**config.mk**
```make
export PLATFORM = sky130hd
export DESIGN_NAME = pwr_seq_fsm_flat
export DESIGN_NICKNAME = d
export VERILOG_FILES = /design/src/rtl/pwr_seq_pkg.sv /design/src/rtl/pwr_seq_fsm_if.sv /design/src/rtl/ms_dwell_cnt.sv /design/src/rtl/pwr_seq_fsm.sv /design/src/flat_wrapper.sv
export SDC_FILE = /design/constraint.sdc
export NUM_CORES = 1
export LEC_CHECK = 0
export CORE_UTILIZATION = 30
export DETAILED_ROUTE_END_ITERATION = 6
export PLACE_DENSITY = 0.46
export SYNTH_ARGS = -nofsm -noshare
export SYNTH_HDL_FRONTEND = slang
export SYNTH_SLANG_ARGS = --single-unit
```
**constraint.sdc**
```tcl
create_clock -name sys_clk -period 6.47 [get_ports sys_clk]
set_input_delay 0.9705 -clock sys_clk [delete_from_list [all_inputs] [get_ports sys_clk]]
set_output_delay 0.9705 -clock sys_clk [all_outputs]
set_load 0.005 [all_outputs]
```
**src/rtl/pwr_seq_pkg.sv**
```systemverilog
// Shared definitions for the board power sequencer: state encoding (visible on state_dbg),
// latched fault causes, and a small range helper. The sequencing states are numbered in
// order, so every rail-enable window is a contiguous range of states.
package pwr_seq_pkg;

  typedef enum logic [3:0] {
    StIdle  = 4'd0,
    StDlyVc = 4'd1,
    StW18   = 4'd2,
    StD18   = 4'd3,
    StW33   = 4'd4,
    StD33   = 4'd5,
    StW11   = 4'd6,
    StD11   = 4'd7,
    StRun   = 4'd8,
    StPd11  = 4'd9,
    StPd33  = 4'd10,
    StPd18  = 4'd11,
    StFault = 4'd12
  } state_e;

  typedef enum logic [2:0] {
    FcNone      = 3'd0,
    FcVcoreLost = 3'd1,
    FcTo1v8     = 3'd2,
    FcTo3v3     = 3'd3,
    FcTo1v1     = 3'd4,
    FcRailLost  = 3'd5
  } fault_code_e;

  // True when lo <= s <= hi in state-encoding order.
  function automatic logic in_range(state_e s, state_e lo, state_e hi);
    return (s >= lo) && (s <= hi);
  endfunction

endpackage

```
**src/rtl/pwr_seq_fsm_if.sv**
```systemverilog
// Signal bundle between the power sequencer and the board.
//   master : sequencer side (takes tick/request/PWRGD/clear, drives enables and status)
//   slave  : board side (drives tick/request/PWRGD/clear, observes enables and status)
interface pwr_seq_fsm_if;
  logic       ms_pulse;
  logic       vcore_en;
  logic       vcore_pwrgd;
  logic       p1v8_pwrgd;
  logic       p3v3_pwrgd;
  logic       p1v1_pwrgd;
  logic       fault_clr;
  logic       p1v8_en;
  logic       p3v3_en;
  logic       p1v1_en;
  logic       pcie_rst_n;
  logic       fault;
  logic [2:0] fault_code;
  logic [3:0] state_dbg;

  modport master (
    input  ms_pulse, vcore_en, vcore_pwrgd, p1v8_pwrgd, p3v3_pwrgd, p1v1_pwrgd, fault_clr,
    output p1v8_en, p3v3_en, p1v1_en, pcie_rst_n, fault, fault_code, state_dbg
  );

  modport slave (
    output ms_pulse, vcore_en, vcore_pwrgd, p1v8_pwrgd, p3v3_pwrgd, p1v1_pwrgd, fault_clr,
    input  p1v8_en, p3v3_en, p1v1_en, pcie_rst_n, fault, fault_code, state_dbg
  );
endinterface

```
**src/rtl/ms_dwell_cnt.sv**
```systemverilog
// Saturating millisecond dwell counter shared by all sequencer states.
//   clk_i, rst_ni : clock, async active-low reset
//   clr_i         : zero the count (state entry); wins over tick_i
//   tick_i        : 1 ms pulse
//   limit_i       : dwell length N in ms
//   done_o        : high in the cycle whose tick brings the count to N (or beyond)
module ms_dwell_cnt #(
  parameter int unsigned CNT_W = 11
) (
  input  logic             clk_i,
  input  logic             rst_ni,
  input  logic             clr_i,
  input  logic             tick_i,
  input  logic [CNT_W-1:0] limit_i,
  output logic             done_o
);

  logic [CNT_W-1:0] cnt_q, cnt_d;
  logic [CNT_W:0]   cnt_inc;

  // One bit wider so the compare is correct even when the count is saturated.
  assign cnt_inc = {1'b0, cnt_q} + {{CNT_W{1'b0}}, 1'b1};
  assign done_o  = tick_i && (cnt_inc >= {1'b0, limit_i});

  always_comb begin
    cnt_d = cnt_q;
    if (clr_i) begin
      cnt_d = '0;
    end else if (tick_i && (cnt_q != {CNT_W{1'b1}})) begin
      cnt_d = cnt_inc[CNT_W-1:0];
    end
  end

  always_ff @(posedge clk_i or negedge rst_ni) begin
    if (!rst_ni) begin
      cnt_q <= '0;
    end else begin
      cnt_q <= cnt_d;
    end
  end

endmodule

```
**src/rtl/pwr_seq_fsm.sv**
```systemverilog
// Board power-sequencing controller: VCORE -> P1V8 -> P3V3 -> P1V1 -> PCIe reset release,
// with PWRGD timeouts, sticky fault latching and reverse-order power-down.
//   sys_clk, sys_rst_n : clock, async active-low reset
//   bus (master)       : ms tick, VCORE_EN request, PWRGD inputs, fault_clr in;
//                        rail enables, pcie_rst_n, fault, fault_code, state_dbg out.
// Every output is a flop loaded from the next-state decode.
module pwr_seq_fsm
  import pwr_seq_pkg::*;
#(
  parameter int unsigned DLY_STEP_MS = 6,
  parameter int unsigned DLY_LAST_MS = 10,
  parameter int unsigned PWRGD_TO_MS = 100,
  parameter int unsigned CNT_W       = 11
) (
  input  logic          sys_clk,
  input  logic          sys_rst_n,
  pwr_seq_fsm_if.master bus
);

  state_e           state_q, state_d;
  fault_code_e      cause;
  logic [2:0]       fault_code_q, fault_code_d;
  logic             p1v8_en_q, p1v8_en_d;
  logic             p3v3_en_q, p3v3_en_d;
  logic             p1v1_en_q, p1v1_en_d;
  logic             pcie_rst_n_q, pcie_rst_n_d;
  logic             fault_q, fault_d;
  logic             seq_active, rail_lost, done;
  logic [CNT_W-1:0] limit;

  // PWRGD wait states time out; the last dwell is longer; everything else is one step.
  always_comb begin
    limit = CNT_W'(DLY_STEP_MS);
    if (state_q == StW18 || state_q == StW33 || state_q == StW11) begin
      limit = CNT_W'(PWRGD_TO_MS);
    end else if (state_q == StD11) begin
      limit = CNT_W'(DLY_LAST_MS);
    end
  end

  ms_dwell_cnt #(
    .CNT_W (CNT_W)
  ) u_dwell (
    .clk_i   (sys_clk),
    .rst_ni  (sys_rst_n),
    .clr_i   (state_d != state_q),
    .tick_i  (bus.ms_pulse),
    .limit_i (limit),
    .done_o  (done)
  );

  always_comb begin
    state_d    = state_q;
    cause      = FcNone;
    seq_active = in_range(state_q, StDlyVc, StRun);
    // A rail counts as confirmed once its wait state is behind us.
    rail_lost  = (in_range(state_q, StD18, StRun) && !bus.p1v8_pwrgd) ||
                 (in_range(state_q, StD33, StRun) && !bus.p3v3_pwrgd) ||
                 (in_range(state_q, StD11, StRun) && !bus.p1v1_pwrgd);

    // Lowest code wins when several causes coincide.
    if (seq_active) begin
      if (!bus.vcore_pwrgd) begin
        cause = FcVcoreLost;
      end else if (state_q == StW18 && done) begin
        cause = FcTo1v8;
      end else if (state_q == StW33 && done) begin
        cause = FcTo3v3;
      end else if (state_q == StW11 && done) begin
        cause = FcTo1v1;
      end else if (rail_lost) begin
        cause = FcRailLost;
      end
    end

    unique case (state_q)
      StIdle:  if (bus.vcore_en && bus.vcore_pwrgd) state_d = StDlyVc;
      StDlyVc: if (done) state_d = StW18;
      StW18:   if (bus.p1v8_pwrgd) state_d = StD18;
      StD18:   if (done) state_d = StW33;
      StW33:   if (bus.p3v3_pwrgd) state_d = StD33;
      StD33:   if (done) state_d = StW11;
      StW11:   if (bus.p1v1_pwrgd) state_d = StD11;
      StD11:   if (done) state_d = StRun;
      StRun:   state_d = StRun;
      StPd11:  if (done) state_d = StPd33;
      StPd33:  if (done) state_d = StPd18;
      StPd18:  if (done) state_d = StIdle;
      StFault: if (bus.fault_clr && !bus.vcore_en) state_d = StIdle;
      default: state_d = StIdle;
    endcase

    // Fault beats request drop, which beats normal progress.
    if (seq_active) begin
      if (cause != FcNone) begin
        state_d = StFault;
      end else if (!bus.vcore_en) begin
        state_d = StPd11;
      end
    end

    // Enable windows span W.. through the matching power-down step, giving reverse order.
    p1v8_en_d    = in_range(state_d, StW18, StPd33);
    p3v3_en_d    = in_range(state_d, StW33, StPd11);
    p1v1_en_d    = in_range(state_d, StW11, StRun);
    pcie_rst_n_d = (state_d == StRun);
    fault_d      = (state_d == StFault);

    if (state_d != StFault) begin
      fault_code_d = FcNone;
    end else if (state_q != StFault) begin
      fault_code_d = cause;
    end else begin
      fault_code_d = fault_code_q;
    end
  end

  always_ff @(posedge sys_clk or negedge sys_rst_n) begin
    if (!sys_rst_n) begin
      state_q      <= StIdle;
      fault_code_q <= 3'd0;
      p1v8_en_q    <= 1'b0;
      p3v3_en_q    <= 1'b0;
      p1v1_en_q    <= 1'b0;
      pcie_rst_n_q <= 1'b0;
      fault_q      <= 1'b0;
    end else begin
      state_q      <= state_d;
      fault_code_q <= fault_code_d;
      p1v8_en_q    <= p1v8_en_d;
      p3v3_en_q    <= p3v3_en_d;
      p1v1_en_q    <= p1v1_en_d;
      pcie_rst_n_q <= pcie_rst_n_d;
      fault_q      <= fault_d;
    end
  end

  assign bus.p1v8_en    = p1v8_en_q;
  assign bus.p3v3_en    = p3v3_en_q;
  assign bus.p1v1_en    = p1v1_en_q;
  assign bus.pcie_rst_n = pcie_rst_n_q;
  assign bus.fault      = fault_q;
  assign bus.fault_code = fault_code_q;
  assign bus.state_dbg  = state_q;

endmodule

```
**src/flat_wrapper.sv**
```systemverilog
// flat-port wrapper written by rule: the top's interface ports become plain ports
module pwr_seq_fsm_flat import pwr_seq_pkg::*;
#(
  parameter int unsigned DLY_STEP_MS = 6,
  parameter int unsigned DLY_LAST_MS = 10,
  parameter int unsigned PWRGD_TO_MS = 100,
  parameter int unsigned CNT_W       = 11
)
  (sys_clk, sys_rst_n, bus_ms_pulse, bus_vcore_en, bus_vcore_pwrgd, bus_p1v8_pwrgd, bus_p3v3_pwrgd, bus_p1v1_pwrgd, bus_fault_clr, bus_p1v8_en, bus_p3v3_en, bus_p1v1_en, bus_pcie_rst_n, bus_fault, bus_fault_code, bus_state_dbg);
  pwr_seq_fsm_if bus_i ();
  input  logic sys_clk;
  input  logic sys_rst_n;
  input wire logic [$bits(bus_i.ms_pulse)-1:0] bus_ms_pulse;
  input wire logic [$bits(bus_i.vcore_en)-1:0] bus_vcore_en;
  input wire logic [$bits(bus_i.vcore_pwrgd)-1:0] bus_vcore_pwrgd;
  input wire logic [$bits(bus_i.p1v8_pwrgd)-1:0] bus_p1v8_pwrgd;
  input wire logic [$bits(bus_i.p3v3_pwrgd)-1:0] bus_p3v3_pwrgd;
  input wire logic [$bits(bus_i.p1v1_pwrgd)-1:0] bus_p1v1_pwrgd;
  input wire logic [$bits(bus_i.fault_clr)-1:0] bus_fault_clr;
  output wire logic [$bits(bus_i.p1v8_en)-1:0] bus_p1v8_en;
  output wire logic [$bits(bus_i.p3v3_en)-1:0] bus_p3v3_en;
  output wire logic [$bits(bus_i.p1v1_en)-1:0] bus_p1v1_en;
  output wire logic [$bits(bus_i.pcie_rst_n)-1:0] bus_pcie_rst_n;
  output wire logic [$bits(bus_i.fault)-1:0] bus_fault;
  output wire logic [$bits(bus_i.fault_code)-1:0] bus_fault_code;
  output wire logic [$bits(bus_i.state_dbg)-1:0] bus_state_dbg;
  assign bus_i.ms_pulse = bus_ms_pulse;
  assign bus_i.vcore_en = bus_vcore_en;
  assign bus_i.vcore_pwrgd = bus_vcore_pwrgd;
  assign bus_i.p1v8_pwrgd = bus_p1v8_pwrgd;
  assign bus_i.p3v3_pwrgd = bus_p3v3_pwrgd;
  assign bus_i.p1v1_pwrgd = bus_p1v1_pwrgd;
  assign bus_i.fault_clr = bus_fault_clr;
  assign bus_p1v8_en = bus_i.p1v8_en;
  assign bus_p3v3_en = bus_i.p3v3_en;
  assign bus_p1v1_en = bus_i.p1v1_en;
  assign bus_pcie_rst_n = bus_i.pcie_rst_n;
  assign bus_fault = bus_i.fault;
  assign bus_fault_code = bus_i.fault_code;
  assign bus_state_dbg = bus_i.state_dbg;
  pwr_seq_fsm #(.DLY_STEP_MS(DLY_STEP_MS), .DLY_LAST_MS(DLY_LAST_MS), .PWRGD_TO_MS(PWRGD_TO_MS), .CNT_W(CNT_W)) u_core (.sys_clk(sys_clk), .sys_rst_n(sys_rst_n), .bus(bus_i));
endmodule
```
After elaboration in Yosys (flattened, before gate mapping). Cells that the tools add are included.

Word-level logic and storage cells: 96. Register bits after elaboration: 23.

$add $sub $neg: 1. Equal/unequal tests: 18. Multiplexer cells: 28. Magnitude comparators: 12. Reduce and logical (&&, ||, !) cells: 29.

Operators by type and width (number): $mux 4 (16); $pmux 4 s13 (1); $eq 4x4->1 const B (7); $mux 3 (8); $mux 11 (2); $logic_and 1x1->1 (17); $eq 4x3->1 const B (4); $ge 4x3->1 const B (4); $le 4x4->1 const B (4); $add 11x1->12 const B (1); $ge 12x11->1 (1); $ne 11x11->1 const B (1); $eq 4x2->1 const B (2); $ge 4x2->1 const B (2); $ne 4x4->1 const B (2); $mux 7 (1); $eq 4x1->1 const B (1); $ge 4x1->1 const B (1); $logic_not 1->1 (4); $logic_not 4->1 (1); $logic_or 1x1->1 (4); $ne 4x4->1 (1); $reduce_bool 2->1 (2); $reduce_bool 3->1 (1).

Longest topological paths before layout.
Depth after elaboration: 17. Mapped depth: 15. Gate-level depth less buffers: 13.

Modules after synthesis. From an unflattened synthesis, not the netlist that was laid out.

Cell total of the unflattened synthesis: 236. Area, all modules: 1971.9 um2.

By module, submodules not included: pwr_seq_fsm (times used 1, seq. area each 300.3 um2, area each 1032.2 um2, cells each 129); ms_dwell_cnt (times used 1, seq. area each 275.3 um2, area each 939.7 um2, cells each 107).

Worst setup path before layout. No wires, ideal clock.

Kind: reg2reg. Start: register u_core.u_dwell.cnt_q[2]. End: register u_core.u_dwell.cnt_q[1]. Path buffers: 3. Path slack: 3.421 ns. Arrival: 2.979 ns. Stages on the path, launching flop included: 16. Setup time: 0.071 ns. Cell sequence: dfrtp_1 -> and3_1 -> buf_4 -> and3_2 -> xnor2_1 -> ha_1 -> nor4_1 -> o21ai_1 -> a221oi_2 -> o211ai_2 -> a41o_1 -> buf_6 -> a21oi_4 -> o2111ai_2 -> buf_6 -> nor2_2.

Longest elaborated chain between the ends: 14. Elaborated cells between the ends (all ways): 28.

Ends and longest elaborated chain: from (decl) (line ms_dwell_cnt.sv:18) `logic [CNT_W-1:0] cnt_q, cnt_d;`; from (signal assigned) (line ms_dwell_cnt.sv:38) `cnt_q <= cnt_d;`; $add 11x1->12 (line ms_dwell_cnt.sv:22) `assign cnt_inc = {1'b0, cnt_q} + {{CNT_W{1'b0}}, 1'b1};`; $ge 12x11->1 (line ms_dwell_cnt.sv:23) `assign done_o = tick_i && (cnt_inc >= {1'b0, limit_i});`; $logic_and 1x1->1 (line ms_dwell_cnt.sv:23); $logic_and 1x1->1 (line pwr_seq_fsm.sv:69) `end else if (state_q == StW11 && done) begin`; $mux 3 (line pwr_seq_fsm.sv:69); $mux 3 (line pwr_seq_fsm.sv:67) `end else if (state_q == StW33 && done) begin`; $mux 3 (line pwr_seq_fsm.sv:65) `end else if (state_q == StW18 && done) begin`; $mux 3 (line pwr_seq_fsm.sv:63) `if (!bus.vcore_pwrgd) begin`; $mux 3 (line pwr_seq_fsm.sv:62) `if (seq_active) begin`; $reduce_bool 3->1 (line pwr_seq_fsm.sv:95) `if (cause != FcNone) begin`; $mux 4 (line pwr_seq_fsm.sv:95); $mux 4 (line pwr_seq_fsm.sv:94) `if (seq_active) begin`; $ne 4x4->1 (line pwr_seq_fsm.sv:46) `.clr_i (state_d != state_q),`; $mux 11 / $reduce_bool 2->1 (equally long branches).

Parallel ways exist; a longest one is shown, timed or not. A chain may end at the register's enable or synchronous reset.

Worst setup path after layout.
Start: register u_core.state_q[2] (netlist: u_core.bus.state_dbg[2]). End: register u_core.u_dwell.cnt_q[5].

Longest elaborated chain between the ends: 17. Elaborated cells between the ends (all ways): 62.

Ends and longest elaborated chain: from (decl) (line pwr_seq_fsm.sv:20) `state_e state_q, state_d;`; from (signal assigned) (line pwr_seq_fsm.sv:120) `state_q <= StIdle;`; from (signal assigned) (line pwr_seq_fsm.sv:128) `state_q <= state_d;`; $eq 4x2->1 / $eq 4x3->1 (equally long branches); $logic_or 1x1->1 (2 in a row) (line pwr_seq_fsm.sv:34) `if (state_q == StW18 || state_q == StW33 || state_q == StW11) begin`; $mux 7 (line pwr_seq_fsm.sv:34); $ge 12x11->1 (line ms_dwell_cnt.sv:23); $logic_and 1x1->1 (line ms_dwell_cnt.sv:23); $logic_and 1x1->1 (line pwr_seq_fsm.sv:69); $mux 3 (line pwr_seq_fsm.sv:69); $mux 3 (line pwr_seq_fsm.sv:67); $mux 3 (line pwr_seq_fsm.sv:65); $mux 3 (line pwr_seq_fsm.sv:63); $mux 3 (line pwr_seq_fsm.sv:62); $reduce_bool 3->1 (line pwr_seq_fsm.sv:95); $mux 4 (line pwr_seq_fsm.sv:95); $mux 4 (line pwr_seq_fsm.sv:94); $ne 4x4->1 (*) (line pwr_seq_fsm.sv:46); $mux 11 / $reduce_bool 2->1 (equally long branches).

Every way passes the cells marked *; elsewhere a longest branch is shown, timed or not.

==> flow_metrics.tcl <==
set metrics [dict create \
    dieArea_um2 6580 \
    cts_tree "yes" \
    end_kind "register" \
    setup_viol 0 \
    ys_types 61 \
    io_buffers 20 \
    synth.yosys.warnings 0 \
    gr-usage-all-layers_pct 15.0 \
    wl_per_cell_um 15.1 \
    clock_path_buffers 2 \
    drc 0 \
    area_growth_pct 15.1 \
    postSynth.asyncResetShare_pct 100 \
    ctsHtreeMaxLevel 1 \
    globalplace.congestion 0.776 \
    peakVddDrop_mv 0.148 \
    routed_wl_um 4550 \
    cts_root_buf "clkbuf_8" \
    dpl.hpwl_um 3330 \
    synth.net_count 227 \
    grt.overflow.total 0 \
    grt_max_degree 24 \
    post_drt_via_cell_ratio 5.34 \
    fillCellCount 633 \
    dp_slack_ns 2.74 \
    start_util_pct 31.3 \
    yosysTopAreaCell "dfrtp_1" \
    crit_required_ns 6.66 \
    num_rows 28 \
    max_slew.worst_pin.slew_ns 0.829 \
    clk_pin_slew_ns 0.09 \
    min_period_ns 3.71 \
    worstSetupPathType "reg2reg" \
    setup.reg_to_reg.worst_slack_ns 2.76 \
    setup_slack_ns 2.76 \
    syn_area_um2 1880 \
    antenna_found_initial 0 \
    leakage_nw 0.892 \
    grt_pass1_vias 1515 \
    crit_path_max_fanout 20 \
    layout-drive-gt1-share_pct 15.0 \
    avgSynthCellArea_um2 8.82 \
    synth_top_area_share_pct 30.6 \
    status "finished clean" \
    finalHoldViolations 0 \
    die_w_um 81.1 \
    skew_ns 0.0128 \
    fin_nets 242 \
    relSlewSlack_pct 44.7 \
    rsz0062_at_grt "no" \
    p_per_area_nw_per_um2 315 \
    die_h_um 81.1 \
    ant_nets 0 \
    hold_path.class "reg2reg" \
    fmax_mhz 270 \
    synth_area_leaders "dfrtp_1 31%, xor2_1 5.1%, nor2_1 5.0%" \
    crit_arrival_ns 3.89 \
    synth-seq-cells 23 \
    syn_inst 213 \
    antenna_cells 0 \
    grt_pass1_wl_um 7450 \
    worstSkewPairLatency_ns 0.27 \
    synth_ff_type "dfrtp_1" \
    period_share_pct 57.3 \
    core_area_um2 5990 \
    ys_seq_area_share_pct 30.6 \
    cts_hold_buf 0 \
    start_kind "register" \
    drt_iter0_drc 134 \
    fin_tns_setup_ns 0 \
    cap_violations 0 \
    vias 1613 \
    dr.pass1.iters 4 \
    cts_buffers 3 \
    clock-sinks 23 \
    floorplan.io_pins 21 \
    post-cts-setup-buffers 0 \
    cts_resized 0 \
    synth_edf_count 0 \
    slew_viol_final 0 \
]
Yosys cell counts, types with 3 or more instances:
| master | number |
|---|---|
| buf_2 | 4 |
| inv_1 | 9 |
| nand2b_1 | 4 |
| nor2_2 | 10 |
| nor2_1 | 25 |
| nand2_1 | 19 |
| xnor2_1 | 4 |
| xor2_1 | 11 |
| o21ai_0 | 9 |
| clkbuf_1 | 4 |
| nand4_1 | 5 |
| nor3_1 | 5 |
| and3_1 | 3 |
| dfrtp_1 | 23 |
| nand3_1 | 6 |
| a21o_1 | 3 |
| ha_1 | 5 |
| mux2i_1 | 3 |
| a21oi_1 | 9 |
power by group:
group / switching, mW / internal (mW) / leakage [nW]
Clock: 0.0472 / 0.0430 / 0.0255
Combinational: 0.209 / 0.158 / 0.564
Sequential: 0.0506 / 0.173 / 0.303
critical path, cell delays in order (launching register included):
cell	delay [ns]
dfrtp_1	0.89
nand2b_1	0.21
nor2_1	0.18
inv_1	0.07
ha_1	0.18
nor4_1	0.20
o21ai_1	0.11
a221oi_2	0.36
o211ai_2	0.21
a41o_1	0.41
a21oi_4	0.17
o2111ai_2	0.40
nor2_2	0.22
path summary, 6_finish.rpt:
path | endpoint | cells past startpoint | startpoint
worst max-delay path | u_core.u_dwell.cnt_q[5]$_DFFE_PN0P_ | 12 | u_core.bus.state_dbg[2]$_DFF_PN0_
worst min-delay path | u_core.bus.fault_code[1]$_DFFE_PN0P_ | 2 | u_core.bus.fault_code[1]$_DFFE_PN0P_
worst max register to register | u_core.u_dwell.cnt_q[5]$_DFFE_PN0P_ | 12 | u_core.bus.state_dbg[2]$_DFF_PN0_
worst min register to register | u_core.bus.fault_code[1]$_DFFE_PN0P_ | 2 | u_core.bus.fault_code[1]$_DFFE_PN0P_
max in group asynchronous | u_core.u_dwell.cnt_q[8]$_DFFE_PN0P_ | 2 | sys_rst_n
min in group asynchronous | u_core.bus.fault_code[2]$_DFFE_PN0P_ | 2 | sys_rst_n
registers in the layout, summed over array words and instances (netlist names):
signal                 flops
u_core.bus.state_dbg       4
u_core.bus.pcie_rst_n      1
u_core.u_dwell.cnt_q      11
u_core.bus.p3v3_en         1
u_core.bus.fault           1
u_core.bus.fault_code      3
u_core.bus.p1v1_en         1
u_core.bus.p1v8_en         1
metal layers:
layer | vias to the layer above | routed length, µm | GRT usage [%] | part of all wire (%)
li1 | 799 | - | - | -
met1 | 782 | 2240 | 20.9 | 49
met2 | 28 | 2120 | 24.2 | 47
met3 | 4 | 155 | 2.25 | 3.4
met4 | 0 | 38 | 3.21 | 0.84
met5 | - | 0 | 0 | 0
area by class of cell:
class,instances,area (µm²),area share (%)
clock buffers,3,41.3,1.91
clock inverters,1,5.00,0.232
inverters,9,33.8,1.56
multi-input cells,170,1200,55.7
flip-flops and latches,23,576,26.6
well taps,75,93.8,4.34
repair buffers,21,208,9.61
stage by stage:
stage | power [mW] | util (%) | cells | area [µm²] | hold slack (ns)
6_report | 0.681 | 36.1 | 302 | 2160 | 0.528
5_1_grt | 0.741 | 36.1 | 302 | 2160 | 0.576
4_1_cts | 0.694 | 36.1 | 302 | 2160 | 0.538
3_5_place_dp | 0.596 | 35.3 | 298 | 2110 | 0.524
3_3_place_gp | 0.602 | 35.3 | 298 | 2110 | 0.518
2_1_floorplan | 0.499 | - | 213 | 1880 | 0.509
cell usage in the layout, fill, tap and decap left out, types with 3 or more instances in the layout:
| cell | netlist | routed |
|---|---|---|
| nand3_1 | 6 | 6 |
| clkdlybuf4s50_1 | 0 | 20 |
| nand2b_1 | 4 | 4 |
| nand4_1 | 5 | 5 |
| nor2_1 | 25 | 25 |
| clkbuf_8 | 0 | 3 |
| nand2_1 | 19 | 19 |
| xor2_1 | 11 | 11 |
| a21oi_1 | 9 | 9 |
| dfrtp_1 | 23 | 23 |
| mux2i_1 | 3 | 3 |
| xnor2_1 | 4 | 4 |
| nor3_1 | 5 | 5 |
| nor2_2 | 10 | 10 |
| a21o_1 | 3 | 3 |
| and3_1 | 3 | 3 |
| inv_1 | 9 | 9 |
| o21ai_0 | 9 | 9 |
| ha_1 | 5 | 5 |
kinds of logic after synthesis:
kind of cell	count (synthesis)	share of synthesized area, %
flops	23	30.6
fa+ha+maj	5	3.33
buf+inv	20	5.26
xor+xnor	16	7.86
compound gates	54	25.0
simple gates	91	25.7
mux	4	2.20
Note: power is estimated with default switching activity, not from simulation.
